===== src/rtl/quote_scheduler.sv =====
// Market-data front end: coalesces best bid/ask per stock and issues one stock at a time, round-robin, to the pricing pipeline.
// Optional WAIT watchdog enabled by defining QUOTE_SCHED_TIMEOUT_EN.
module quote_scheduler #(
  parameter int unsigned DATA_WIDTH     = 32,
  parameter int unsigned NUM_STOCKS     = 4,
  parameter int unsigned TIMEOUT_CYCLES = 64
) (
  input  logic                          i_clk,
  input  logic                          i_reset,
  input  logic                          i_md_valid,
  input  logic [$clog2(NUM_STOCKS)-1:0] i_md_stock_id,
  input  logic [DATA_WIDTH-1:0]         i_md_best_ask,
  input  logic [DATA_WIDTH-1:0]         i_md_best_bid,
  output logic                          o_tl_data_valid,
  output logic [$clog2(NUM_STOCKS)-1:0] o_tl_stock_id,
  output logic [DATA_WIDTH-1:0]         o_tl_best_ask,
  output logic [DATA_WIDTH-1:0]         o_tl_best_bid,
  input  logic                          i_tl_done,
  output logic                          o_busy,
  output logic [NUM_STOCKS-1:0]         o_pending,
  output logic                          o_coalesced,
  output logic [15:0]                   o_coalesce_cnt,
  output logic                          o_timeout
);

  localparam int unsigned IDW  = $clog2(NUM_STOCKS);
  localparam int unsigned CNTW = 16;

  if ((NUM_STOCKS < 2) || ((NUM_STOCKS & (NUM_STOCKS - 1)) != 0) || (TIMEOUT_CYCLES < 1)) begin : g_param_check
    $error("quote_scheduler: NUM_STOCKS must be a power of two >= 2 and TIMEOUT_CYCLES >= 1");
  end

  typedef enum logic [1:0] {S_IDLE, S_ISSUE, S_WAIT} state_t;

  state_t                r_state;
  logic [DATA_WIDTH-1:0] r_ask [NUM_STOCKS];
  logic [DATA_WIDTH-1:0] r_bid [NUM_STOCKS];
  logic [NUM_STOCKS-1:0] r_pending;
  logic [IDW-1:0]        r_last_id;
  logic                  r_tl_valid;
  logic [IDW-1:0]        r_tl_stock_id;
  logic [DATA_WIDTH-1:0] r_tl_ask;
  logic [DATA_WIDTH-1:0] r_tl_bid;
  logic                  r_busy;
  logic                  r_coalesced;
  logic [CNTW-1:0]       r_coalesce_cnt;

  logic                  w_found;
  logic [IDW-1:0]        w_winner;
  logic [IDW-1:0]        w_cand;
  logic [NUM_STOCKS-1:0] w_pending_nxt;
  logic                  w_coalesce;

  // Round-robin pick: first pending slot after last_id, wrapping.
  always_comb begin
    w_found  = 1'b0;
    w_winner = r_last_id;
    w_cand   = r_last_id;
    for (int unsigned k = 1; k <= NUM_STOCKS; k++) begin
      w_cand = r_last_id + IDW'(k);
      if (!w_found && r_pending[w_cand]) begin
        w_found  = 1'b1;
        w_winner = w_cand;
      end
    end
  end

  // A write to the slot being issued this cycle wins over the clear and is not a coalesce.
  always_comb begin
    w_pending_nxt = r_pending;
    if (r_state == S_ISSUE) w_pending_nxt[r_tl_stock_id] = 1'b0;
    if (i_md_valid)         w_pending_nxt[i_md_stock_id] = 1'b1;
    w_coalesce = i_md_valid && r_pending[i_md_stock_id] &&
                 !((r_state == S_ISSUE) && (i_md_stock_id == r_tl_stock_id));
  end

`ifdef QUOTE_SCHED_TIMEOUT_EN
  localparam int unsigned TW = $clog2(TIMEOUT_CYCLES + 1);
  logic [TW-1:0] r_wait_cnt;
  logic          r_timeout;
  assign o_timeout = r_timeout;
`else
  assign o_timeout = 1'b0;
`endif

  always_ff @(posedge i_clk) begin
    if (i_reset) begin
      r_state        <= S_IDLE;
      r_pending      <= '0;
      r_last_id      <= IDW'(NUM_STOCKS - 1);
      r_tl_valid     <= 1'b0;
      r_tl_stock_id  <= '0;
      r_tl_ask       <= '0;
      r_tl_bid       <= '0;
      r_busy         <= 1'b0;
      r_coalesced    <= 1'b0;
      r_coalesce_cnt <= '0;
      for (int i = 0; i < int'(NUM_STOCKS); i++) begin
        r_ask[i] <= '0;
        r_bid[i] <= '0;
      end
`ifdef QUOTE_SCHED_TIMEOUT_EN
      r_wait_cnt <= '0;
      r_timeout  <= 1'b0;
`endif
    end else begin
      r_tl_valid  <= 1'b0;
      r_coalesced <= 1'b0;
      r_pending   <= w_pending_nxt;
`ifdef QUOTE_SCHED_TIMEOUT_EN
      r_timeout   <= 1'b0;
`endif
      if (i_md_valid) begin
        r_ask[i_md_stock_id] <= i_md_best_ask;
        r_bid[i_md_stock_id] <= i_md_best_bid;
      end
      if (w_coalesce) begin
        r_coalesced <= 1'b1;
        if (r_coalesce_cnt != {CNTW{1'b1}}) r_coalesce_cnt <= CNTW'(r_coalesce_cnt + CNTW'(1));
      end
      case (r_state)
        S_IDLE: begin
          if (w_found) begin
            r_tl_stock_id <= w_winner;
            r_tl_ask      <= r_ask[w_winner];
            r_tl_bid      <= r_bid[w_winner];
            r_tl_valid    <= 1'b1;
            r_busy        <= 1'b1;
            r_state       <= S_ISSUE;
          end
        end
        S_ISSUE: begin
          r_last_id <= r_tl_stock_id;
          r_state   <= S_WAIT;
`ifdef QUOTE_SCHED_TIMEOUT_EN
          r_wait_cnt <= '0;
`endif
        end
        S_WAIT: begin
          if (i_tl_done) begin
            r_busy  <= 1'b0;
            r_state <= S_IDLE;
          end
`ifdef QUOTE_SCHED_TIMEOUT_EN
          // Expiry drops the in-flight update; it is not re-queued.
          else if (r_wait_cnt == TW'(TIMEOUT_CYCLES - 1)) begin
            r_busy    <= 1'b0;
            r_timeout <= 1'b1;
            r_state   <= S_IDLE;
          end else begin
            r_wait_cnt <= TW'(r_wait_cnt + TW'(1));
          end
`endif
        end
        default: r_state <= S_IDLE;
      endcase
    end
  end

  assign o_tl_data_valid = r_tl_valid;
  assign o_tl_stock_id   = r_tl_stock_id;
  assign o_tl_best_ask   = r_tl_ask;
  assign o_tl_best_bid   = r_tl_bid;
  assign o_busy          = r_busy;
  assign o_pending       = r_pending;
  assign o_coalesced     = r_coalesced;
  assign o_coalesce_cnt  = r_coalesce_cnt;

endmodule


===== config.mk =====
export PLATFORM = sky130hd
export DESIGN_NAME = quote_scheduler
export DESIGN_NICKNAME = d
export VERILOG_FILES = /design/src/rtl/quote_scheduler.sv
export SDC_FILE = /design/constraint.sdc
export NUM_CORES = 1
export LEC_CHECK = 0
export ABC_AREA = 1
export ABC_CLOCK_PERIOD_IN_PS = 10110
export CORE_AREA = 8 8 151 260
export CTS_CLUSTER_DIAMETER = 100
export CTS_CLUSTER_SIZE = 14
export DETAILED_ROUTE_END_ITERATION = 16
export DIE_AREA = 0 0 159 268
export GPL_TIMING_DRIVEN = 0
export PLACE_DENSITY = 0.71
export SLEW_MARGIN = 20
export SYNTH_ARGS = -nofsm -noshare
export SYNTH_HDL_FRONTEND = slang
export SYNTH_SLANG_ARGS = --single-unit

===== constraint.sdc =====
create_clock -name i_clk -period 10.11 [get_ports i_clk]
set_clock_uncertainty 0.2 [all_clocks]
set_input_delay 1.011 -clock i_clk [delete_from_list [all_inputs] [get_ports i_clk]]
set_output_delay 1.011 -clock i_clk [all_outputs]
set_load 0.05 [all_outputs]

==> results.txt <==
----------------------------------------------------
[Synthesis]
  Cell accounting for the most synthesized area ... sky130_fd_sc_hd__edfxtp_1
  Synthesized area ... 15900 sq um
  Number of warning messages in the yosys log ... 0
  Netlist cell types ... 31
  Number of storage elements in the synthesis netlist ... 349
  Synthesized net count ... 1887
  Share of synthesized area occupied by flip-flops and latches ... 60.2%
  Synth top area share ... 48.5%
  Mapped Avg Cell Area ... 8.73 sq um
  Number of standard cells after synthesis ... 1816
  Main area contributors after synthesis ... sky130_fd_sc_hd__edfxtp_1, sky130_fd_sc_hd__dfxtp_1, sky130_fd_sc_hd__nand2_1

[Drt]
  Starting DRT DRC Count ... 887
  Post-detailed-route count of antenna-violating nets ... 0
  DR DRC count ... 0
  Overall routed net length ... 44000 um
  Total number of vias ... 12829
  Number of detailed-route iterations in the first pass ... 5
  Vias per cell ... 5.13
  Average wire length per cell after detail routing ... 17.6 um

[Clocking]
  Number of H-tree levels ... 1
  TritonCTS clock tree ... yes
  Number of buffers on the longest clock path ... 3
  Count of instances resized after the clock tree is built ... 0
  Total number of clock tree sinks ... 349
  Number of clock buffers inserted by TritonCTS ... 28
  Setup fix buffers added after clock tree synthesis ... 0
  Clk slew on worst S/H paths ... 0.07 ns
  Number of hold buffers added after cts ... 0
  Root buf cell ... sky130_fd_sc_hd__clkbuf_16
  Clock latency on the worst-skew pair ... 0.57 ns

[Timing]
  Fmax ... 261 MHz
  Relative slew margins ... 36.5%
  Setup_tns ... 0 ns
  Fin crit period ... 3.83 ns
  Final worst-path cycle share ... 37.9%
  Unrepaired setup endpoints after global routing ... no
  Slew at the pin closest to its max-slew limit ... 0.953 ns
  Hold violation total from the final report ... 0
  Number of pins exceeding their max-slew limit in the final report ... 0
  Final setup violating endpoints ... 0

[Place]
  Placer Congestion ... 0.849
  Port Buf Inserts ... 157
  Detail Placement HPWL ... 31200 um

[Worst hold path]
  Min-delay src ... o_tl_best_bid[27]$_SDFFE_PP0P_
  Class of the tightest hold or removal check ... flip-flop to flip-flop

[Finish]
  Register area ... 9550 sq um
  Area of combinational cells with multiple inputs ... 4940 sq um
  Share of cells above drive strength 1 ... 5.32%
  Most common library cell in the layout ignoring fill and taps ... sky130_fd_sc_hd__nand2_1
  Most used cells in the layout excluding fill and tap cells ... sky130_fd_sc_hd__nand2_1, sky130_fd_sc_hd__nor2_1, sky130_fd_sc_hd__edfxtp_1, sky130_fd_sc_hd__inv_1, sky130_fd_sc_hd__nand3_1
  Number of filler cells placed in the layout ... 3206
  Area grow syn2layout ... 19.5%
  Diode count ... 0
  Count of nets after finishing ... 2078
  Finished Core Util ... 53.1%

[Pwr]
  Power density over the cells ... 283 nW/um^2
  Leakage power summed over all cells ... 0.00780 uW
  Maximum ir drop on the vdd rail ... 158 uV
  Total power of the final layout ... 5360 uW

[Critical path]
  Maximum fanout along the worst path ... 37
  Startpoint-to-endpoint class of the critical path ... input pin to flip-flop
  Critical path arrival ... 3.92 ns
  Source of the critical timing path ... i_md_stock_id[0]
  Req. time, crit path ... 10.20 ns
  Critical Path Source Type ... input pin
  Element type at the critical path end ... flip-flop
  Reg-to-reg startpoint ... r_last_id[0]$_SDFFE_PP1N_

[Floorplan]
  Core box area ... 35700 sq um
  Die Outline Area ... 42600 sq um
  Number of top-level design ports ... 160
  Die X-Extent ... 159 um
  Die Y-Extent ... 268 um
  Core Rows ... 92
  Initial Utilization ... 44.4%

[GRT]
  Via count of the first global-routing pass ... 12892
  First-pass GRT wire length ... 67900 um
  Total track usage ... 20.2%
  Antenna violations before repair ... 0
  Overflow left after global routing ... 0
  Maximum number of pins on one net before global-route repair ... 38

[Status]
  Outcome ... completed

[Run]
  Max-cap violations ... 0

----------------------------------------------------
[area by class of cell]
class / count / share of cell area [%]
Sequential cell: 349 / 50.4
Multi-Input combinational cell: 1136 / 26.1
Timing Repair Buffer: 161 / 8.76
Inverter: 224 / 4.44
Clock buffer: 52 / 4.29
Tap cell: 470 / 3.10
Buffer: 107 / 2.93
[sequential cells by signal (all words and copies together) (netlist names)]
| name | cells |
|---|---|
| r_state | 2 |
| o_tl_data_valid | 1 |
| o_pending | 4 |
| o_coalesced | 1 |
| o_busy | 1 |
| r_last_id | 2 |
| o_tl_stock_id | 2 |
| r_ask | 128 |
| r_bid | 128 |
| o_tl_best_ask | 32 |
| o_tl_best_bid | 32 |
| o_coalesce_cnt | 16 |
[power by group]
group,internal (uW),switching [uW]
clock,537,497
combinational,787,1750
sequential,1710,77.6
[synthesized netlist by cell type (all sizes together)]
library cell  count
buf              71
o21ai            12
nor3              5
edfxtp          256
nand4             4
nor2            325
clkbuf           36
conb              1
inv             224
nand3           203
nor3b             1
nor4              2
a21oi            63
or2               2
nand3b           40
o31ai             1
ha                1
dfxtp            93
xor2              2
o211ai            5
a31oi             1
nand2           462
xnor2             6
[routing by layer]
layer	up-vias	track usage (%)	routed length, um
met5	-	0	0
met4	0	11.2	1990
met3	106	2.76	3010
met2	539	39.2	24000
met1	6009	20.4	15000
li1	6175	-	-
[final timing paths]
check | to | slack [ns] | cells after the start
setup / recovery | r_ask[2][8]$_SDFFCE_PN0P_ | 6.28 | 7
hold / removal | o_tl_best_bid[27]$_SDFFE_PP0P_ | 0.27 | 2
hold reg to reg | o_tl_best_bid[27]$_SDFFE_PP0P_ | 0.27 | 2
setup reg to reg | o_tl_best_ask[21]$_SDFFE_PP0P_ | 7.49 | 13
[logic make-up after synthesis]
kind of cell	count (synthesis)	synth area share, %
other	1	0.0237
adder cells (fa/ha/maj)	1	0.0789
AND/OR/NAND/NOR	1044	27.7
AO/OA/AOI/OAI	82	2.69
XOR/XNOR	8	0.442
buffers and inverters	331	8.80
flip-flops	349	60.2
[critical path, stage by stage]
cell and delay (ns):
sky130_fd_sc_hd__clkdlybuf4s50_1 0.61, sky130_fd_sc_hd__inv_1 0.10, sky130_fd_sc_hd__nand3_1 0.14, sky130_fd_sc_hd__clkbuf_1 0.65, sky130_fd_sc_hd__buf_1 0.57, sky130_fd_sc_hd__nand2_4 0.45
sky130_fd_sc_hd__buf_16 0.37
[metrics by stage]
step | hold WS [ns] | cell area [sq um] | cells | setup WS [ns]
2_1_floorplan | 0.285 | 15900 | 1816 | 6.10
3_3_place_gp | 0.256 | 18000 | 2443 | 3.81
3_5_place_dp | 0.258 | 18100 | 2447 | 5.73
4_1_cts | 0.271 | 18900 | 2499 | 6.32
5_1_grt | 0.287 | 18900 | 2499 | 6.14
6_report | 0.270 | 18900 | 2499 | 6.28
No activity file was read; power rests on OpenSTA's default activity.
